[config.mk]
export PLATFORM = sky130hd
export DESIGN_NAME = permute_map_engine
export DESIGN_NICKNAME = d
export VERILOG_FILES = /design/src/rtl/permute_map_engine.sv
export SDC_FILE = /design/constraint.sdc
export NUM_CORES = 1
export LEC_CHECK = 0
export ABC_AREA = 1
export CAP_MARGIN = 20
export CORE_ASPECT_RATIO = 0.75
export CORE_MARGIN = 2
export CORE_UTILIZATION = 52
export DETAILED_ROUTE_END_ITERATION = 6
export PLACE_DENSITY = 0.8
export SLEW_MARGIN = 10
export SYNTH_ARGS = -nofsm -noshare
export SYNTH_HDL_FRONTEND = slang
export SYNTH_SLANG_ARGS = --single-unit
export TNS_END_PERCENT = 100
[constraint.sdc]
create_clock -name clk -period 5.1 [get_ports clk]
set_clock_uncertainty 0.15 [all_clocks]
set_input_delay 0.765 -clock clk [delete_from_list [all_inputs] [get_ports clk]]
set_output_delay 0.765 -clock clk [all_outputs]
set_load 0.005 [all_outputs]
[src/rtl/permute_map_engine.sv]
// permute_map_engine
//   Iterative bit-permutation engine for the encrypter datapath. A block is
//   captured on an accepted set pulse, then permuted BPC bits per clock in
//   forward or inverse mode. When the last chunk is written, status rises and
//   data_out holds until the next accepted set or reset.
//   Bit numbering is big-endian: bit 0 is the MSB, vector position WIDTH-1.
//   Map p(i) = (i*STRIDE + OFFSET) mod WIDTH
//     forward: out[i]    = in[p(i)]
//     inverse: out[p(i)] = in[i]
//
// Ports
//   clk        in   rising-edge clock
//   rst        in   asynchronous active-high reset
//   set        in   start pulse; ignored while an operation is running
//   inverse    in   0 = forward, 1 = inverse; captured with set
//   data_in    in   WIDTH-bit block; captured with set
//   status     out  1 = result valid in data_out
//   busy       out  1 = operation in progress
//   data_out   out  permuted block
//   parity_err out  only when PERMUTE_PARITY_EN is defined
//
// Configuration macro
//   PERMUTE_PARITY_EN : adds parity_err. It compares the parity of data_out
//                       with the parity of the captured input. A permutation
//                       preserves parity, so a 1 flags a corrupted result.

module permute_map_engine #(
  parameter int WIDTH  = 64,
  parameter int BPC    = 8,
  parameter int STRIDE = 9,
  parameter int OFFSET = 0
) (
  input  logic             clk,
  input  logic             rst,
  input  logic             set,
  input  logic             inverse,
  input  logic [WIDTH-1:0] data_in,
  output logic             status,
  output logic             busy,
  output logic [WIDTH-1:0] data_out
`ifdef PERMUTE_PARITY_EN
  ,
  output logic             parity_err
`endif
);

  localparam int            CHUNKS = WIDTH / BPC;
  localparam int            CW     = (CHUNKS > 1) ? $clog2(CHUNKS) : 1;
  localparam logic [CW-1:0] LAST   = CW'(CHUNKS - 1);

  // Reject illegal parameter values at elaboration time.
  if (WIDTH < 8 || (WIDTH & (WIDTH - 1)) != 0) begin : g_bad_width
    $error("permute_map_engine: WIDTH must be a power of two >= 8");
  end
  if (BPC < 1 || BPC > WIDTH || (WIDTH % BPC) != 0) begin : g_bad_bpc
    $error("permute_map_engine: BPC must divide WIDTH");
  end
  if (STRIDE < 1 || (STRIDE % 2) == 0) begin : g_bad_stride
    $error("permute_map_engine: STRIDE must be odd and positive");
  end
  if (OFFSET < 0 || OFFSET >= WIDTH) begin : g_bad_offset
    $error("permute_map_engine: OFFSET must be in 0..WIDTH-1");
  end

  // Converts a big-endian bit number into a vector position.
  function automatic int pos(input int i);
    return WIDTH - 1 - i;
  endfunction

  function automatic int perm(input int i);
    return (i * STRIDE + OFFSET) % WIDTH;
  endfunction

  typedef enum logic [1:0] {IDLE, RUN, DONE} state_t;

  state_t           state;
  state_t           state_next;
  logic [CW-1:0]    count;
  logic [WIDTH-1:0] data_reg;
  logic             mode_reg;
  logic [WIDTH-1:0] out_next;
  logic             accept;
  logic             last;

  assign accept = set && (state != RUN);
  assign last   = (state == RUN) && (count == LAST);

  always_ff @(posedge clk or posedge rst) begin
    if (rst) state <= IDLE;
    else     state <= state_next;
  end

  always_comb begin
    state_next = state;
    unique case (state)
      IDLE:    if (set)  state_next = RUN;
      RUN:     if (last) state_next = DONE;
      DONE:    if (set)  state_next = RUN;
      default: state_next = IDLE;
    endcase
  end

  always_comb begin
    busy   = (state == RUN);
    status = (state == DONE);
  end

  // Each index below is a constant after loop unrolling, so this builds a
  // static set of bit routes per chunk, selected by the chunk counter.
  always_comb begin
    out_next = data_out;
    for (int k = 0; k < CHUNKS; k++) begin
      if (count == CW'(k)) begin
        for (int j = 0; j < BPC; j++) begin
          if (mode_reg)
            out_next[pos(perm(k * BPC + j))] = data_reg[pos(k * BPC + j)];
          else
            out_next[pos(k * BPC + j)] = data_reg[pos(perm(k * BPC + j))];
        end
      end
    end
  end

  // The counter returns to zero only when the engine leaves RUN. This keeps
  // a single-chunk configuration from stepping past its only chunk.
  always_ff @(posedge clk or posedge rst) begin
    if (rst) begin
      data_reg <= '0;
      mode_reg <= 1'b0;
      data_out <= '0;
      count    <= '0;
    end else if (accept) begin
      data_reg <= data_in;
      mode_reg <= inverse;
      data_out <= '0;
      count    <= '0;
    end else if (state == RUN) begin
      data_out <= out_next;
      count    <= last ? '0 : count + 1'b1;
    end
  end

`ifdef PERMUTE_PARITY_EN
  // The check runs on the edge that enters DONE, so the flag is valid
  // together with status. It keeps re-evaluating while DONE so that a later
  // upset of the held result is still caught.
  always_ff @(posedge clk or posedge rst) begin
    if (rst)
      parity_err <= 1'b0;
    else if (accept)
      parity_err <= 1'b0;
    else if (last)
      parity_err <= (^out_next) != (^data_reg);
    else if (state == DONE)
      parity_err <= (^data_out) != (^data_reg);
  end
`endif

endmodule

==> results.toml, run 1 <==
[layout]
nets = 1058
num_antenna_cells = 0
post-route-util_pct = 69.8
mostFrequentLayoutCell = "nand2_1"
final_cell_mix = "327 x nand2_1, 134 x dfrtp_1, 133 x clkdlybuf4s50_1"
layout-drive-gt1-share_pct = 5.72
layout.cells.non_filler = 1163
fill_cells = 1003
synthToLayoutAreaGrowth_pct = 29.4

[run]
max-cap-violations = 0

[global_route]
gr-usage-met2_pct = 48.1
first_global_vias = 6323
grt_overflow = 0
grtUsageTotal_pct = 32.1
grt_util_met3_pct = 8.53
grt.busiest_layer = "met2"
grt_max_degree = 106
met1_usage_pct = 45.3
grt_pass1_wl_mm = 33.6
antenna_found_initial = 0

[clocking]
root_buffer = "clkbuf_16"
cts_made_buffers = 17
htree_levels = 4
postCtsSetupBuffers = 0
cts_tree = "built"
cts_resized = 0
clkLatencyLatePin_ns = 0.42
cts_hold_buffers = 0
clk_path_buf_depth = 2
clk_pin_slew_ns = 0.06
cts_sinks = 134

[worst_hold_path]
hold_path_class = "flip-flop to flip-flop"
hold_depth = 2
min_from = "data_reg[39]"
hold_end = "data_reg[39]"

[timing]
finalWorstSetupSlack_ns = 2.09
fmaxAchievable_mhz = 333
setup_tns_ns = 0
setup_viol = 0
period_share_pct = 58.9
slew_viol_final = 0
rsz0062_at_grt = "false"
slew_headroom_pct = 31.1
finalHoldViolations = 0
worst_pin_slew_ns = 1.03
fin_crit_ns = 3.01

[logic_synthesis]
synthCells = 873
yosysSeqAreaShare_pct = 50.0
ys_ff_latch = 134
synth_edf_count = 0
syn-num-nets = 947
yosys.cell_types.count = 23
synthArstFlopShare_pct = 100
postSynthAreaPerCell_um2 = 7.68
synthFlopType = "dfrtp_1"
yosys.area.top_type = "dfrtp_1"
syn_area_um2 = 6710
yosys.area.top_type_share_pct = 50.0
synth_area_leaders = "dfrtp_1 50%, nand2_1 18%, nand3_1 8.0%, a21oi_1 4.6%, inv_1 3.2%"
yosysWarnings = 0

[critical_path]
critical_path.max_fanout = 26
crit_family = "buffers and inverters"
reg2reg_slack_ns = 2.09
crit-reg2reg-capture = "data_out[40]"
path_cells = "inv_1 > ha_1 > nand2_2 > inv_1 > a21oi_1 > nand2_1 > nand2_1"
worst_setup_path_start_kind = "flip-flop"
slowest_stage = "dfrtp_1"
cp-end-kind = "flip-flop"
crit_arrival_ns = 3.21
path_class = "flip-flop to flip-flop"
max_stage_delay_ns = 0.71
timing.rr.start = "count[2]"
crit_required_ns = 5.31
rr_worst_depth = 7
critPathBufInv = 2

[power_and_ir_drop]
ir_drop_v = 0.000350
p_leak_uw = 0.00443
finalPower_uw = 5420
p_per_area_nw_per_um2 = 624

[route]
drtPass1Iterations = 6
drt_iter0_markers = 810
wl_per_cell_um = 18.1
totalWireLength_mm = 21.1
drc = 0
vias = 6628
ant_nets = 0
vias_per_cell = 5.70

[placed_design]
place_hpwl_mm = 13.6
pre_cts_slack_ns = 2.03
globalplace.congestion = 0.862
io_buffers = 133
dp.cells = 1130

[floorplan]
die_w_um = 135
die_y_um = 102
io_pins = 134
coreArea_um2 = 12400
die_area_um2 = 13800
start_util_pct = 53.9
rows = 35

[run_status]
status = "complete, no violations"
-- how the worst max path moves through the flow --
stage	cells after the start	to	slack (ns)	from
global placement	6	data_out[11]	2.10	set
CTS	7	data_out[37]	2.21	count[2]
floorplan	1	count[0]	0.60	rst
detailed placement	6	data_out[29]	2.03	set
global route	7	data_out[58]	1.94	count[2]
finish	7	data_out[40]	2.09	count[2]
-- kinds of logic (layout without fill, tap and decap cells) --
kind of cell	count (synthesis)	in the layout	share of synthesized area (%)
fa+ha+maj	6	6	1.12
simple gates	538	538	34.5
compound gates	84	84	6.32
buf+inv	111	235	8.09
flops	134	134	50.0
-- routing by layer --
metal | routed length [um] | vias to the layer above | part of all wire [%]
met5 | 0 | - | 0
met4 | 608 | 0 | 2.9
met1 | 8750 | 3091 | 42
li1 | - | 3038 | -
met2 | 9200 | 434 | 44
met3 | 2490 | 65 | 12
-- report_power, final --
part	internal (uW)	leakage (uW)	switching, uW
Clock	909	0.000326	465
Combinational	837	0.00244	1330
Sequential	1500	0.00166	369
-- stage by stage --
step,area (um2),hold WS (ns)
after floorplan,6710,0.292
after global placement,8000,0.305
after detailed placement,8000,0.312
after CTS,8660,0.326
after global routing,8680,0.358
final,8680,0.324
-- synthesized netlist by cell type, types with 5 or more instances --
cell type / count
a21oi_1: 62
buf_2: 27
buf_4: 10
buf_6: 7
clkbuf_1: 5
dfrtp_1: 134
ha_1: 6
inv_1: 58
nand2_1: 327
nand3_1: 107
nand3_2: 5
nand4_1: 30
nor2_1: 58
o21ai_0: 19
-- area by class of cell --
class | count | area [um2] | area share [%]
Sequential cell | 134 | 3350 | 38.6
Clock inverter | 7 | 138 | 1.59
Multi-Input combinational cell | 628 | 2820 | 32.4
Clock buffer | 25 | 526 | 6.05
Tap cell | 166 | 208 | 2.39
Inverter | 62 | 238 | 2.74
Timing Repair Buffer | 141 | 1400 | 16.2
-- tightest hold or removal path, cell delays in order, from the launching register on --
cell and delay, ns:
dfrtp_1 0.34, nand2_1 0.05, nand2_1 0.05
(Power assumes the default switching activity.)
==> inputs of run 2 (changes only) <==
Settings changed: CORE_UTILIZATION 52 to 47, PLACE_DENSITY 0.8 to 0.77.
Clock period 5.1 ns to 2.7 ns, I/O delays scaled along.
==> run 2 against run 1 <==
  * Total power increased by 87%
  * Sequential power is 92% higher
  * Register-to-register slack worse by 1.8 ns
  * Combinational power rose by 90%
  * Global-route usage decreased by 3.9 points
  * Critical endpoint is now busy
  * Highest routed layer unchanged
==> results.toml, run 2 (same netlist as run 1, synthesis figures left out) <==
[run_status]
status = "complete, no violations"

[clocking]
root_buffer = "clkbuf_16"
cts_resized = 0
clk_path_buf_depth = 2
htree_levels = 4
cts_made_buffers = 17
cts_hold_buffers = 0
cts_sinks = 134
clk_pin_slew_ns = 0.06
clkLatencyLatePin_ns = 0.43
cts_tree = "built"
postCtsSetupBuffers = 0

[placed_design]
dp.cells = 1148
globalplace.congestion = 0.896
place_hpwl_mm = 14.2
io_buffers = 133
dpl_cell_area_um2 = 8120

[layout]
layout.cells.non_filler = 1180
layout-drive-gt1-share_pct = 6.27
synthToLayoutAreaGrowth_pct = 30.3
final_cell_mix = "327 x nand2_1, 134 x dfrtp_1, 133 x clkdlybuf4s50_1"
mostFrequentLayoutCell = "nand2_1"
design_area_um2 = 8740
nets = 1066
multi_input_area_um2 = 2820
num_antenna_cells = 0
seq_area_um2 = 3350
fill_cells = 1179

[critical_path]
path_cells = "inv_1 > nand2_2 > inv_1 > clkdlybuf4s50_1"
max_stage_delay_ns = 0.52
worst_setup_path_start_kind = "flip-flop"
slowest_stage = "clkdlybuf4s50_1"
critPathBufInv = 3
critical_path.max_fanout = 23
cp-end-kind = "output port"
crit_arrival_ns = 1.94
crit_top_cell = "inv_1"
crit_family = "buffers and inverters"
crit_required_ns = 2.14
path_class = "flip-flop to output port"

[route]
vias_per_cell = 5.54
drt_iter0_markers = 610
totalWireLength_mm = 20.9
drtPass1Iterations = 6
vias = 6539
wl_per_cell_um = 17.7
ant_nets = 0
drc = 0

[floorplan]
die_w_um = 142
coreArea_um2 = 13800
io_pins = 134
start_util_pct = 48.5
die_area_um2 = 15300
die_y_um = 107
rows = 37

[run]
max-cap-violations = 0

[worst_hold_path]
hold_path_class = "input port to async pin"

[timing]
fmaxAchievable_mhz = 400
fin_crit_ns = 2.50
setup_tns_ns = 0
slew_viol_final = 0
finalHoldViolations = 0
slew_headroom_pct = 29.8
period_share_pct = 92.5
setup_viol = 0
rsz0062_at_grt = "false"
worst_pin_slew_ns = 1.05

[global_route]
grt_overflow = 0
grt_pass1_wl_mm = 32.7
grt_max_degree = 68
first_global_vias = 6173
antenna_found_initial = 0
grtUsageTotal_pct = 28.2

[power_and_ir_drop]
p_leak_uw = 0.00445
ir_drop_v = 0.000521
p_per_area_nw_per_um2 = 1160
==> run 2: worst paths after layout <==
check                             start      endpoint  slack, ns  cells past startpoint
setup reg to reg               count[2]  data_out[45]       0.29                      7
hold reg to reg            data_reg[31]  data_reg[31]       0.32                      2
hold / removal                      rst  data_out[32]       0.18                      2
setup / recovery               state[1]          busy       0.20                      4
max in group asynchronous           rst  data_out[17]       1.54                      3
min in group clk           data_reg[31]  data_reg[31]       0.32                      2
==> run 2: worst reg2reg max path: cells and delay by family, from the launching register on <==
family        cells  cell delay [ns]
flops             1             0.58
simple gates      5             0.96
buf+inv           2             0.61
==> run 2: final cells by class <==
| type | instances | share of cell area [%] |
|---|---|---|
| Inverter | 62 | 2.73 |
| Multi-Input combinational cell | 628 | 32.2 |
| Clock inverter | 7 | 1.33 |
| Timing Repair Buffer | 149 | 17.0 |
| Clock buffer | 25 | 5.78 |
| Sequential cell | 134 | 38.4 |
| Tap cell | 175 | 2.51 |
==> run 2: routing by layer <==
metal	track usage [%]	vias up	part of all wire, %
met4	10.4	0	2.2
met5	0	-	0
met2	42.1	378	44
met3	6.98	39	10
li1	-	3055	-
met1	39.9	3067	44
==> run 2: where the power goes <==
group          leakage (uW)  total [uW]  internal [uW]  switching [uW]
clock network      0.000303        2430           1570             857
registers           0.00166        3590           2840             745
logic               0.00248        4130           1640            2490
total               0.00445       10100           6060            4090
==> run 2: per-stage QoR <==
step	utilization [%]	hold slack [ns]	worst slack (ns)	total power, uW
final	63.1	0.179	0.203	10100
after global routing	63.1	0.203	0.120	10800
after CTS	63.1	0.188	0.225	10100
after detailed placement	58.6	0.308	0.366	7600
after global placement	58.6	0.303	0.388	7490
after floorplan	-	0.292	0.480	5960
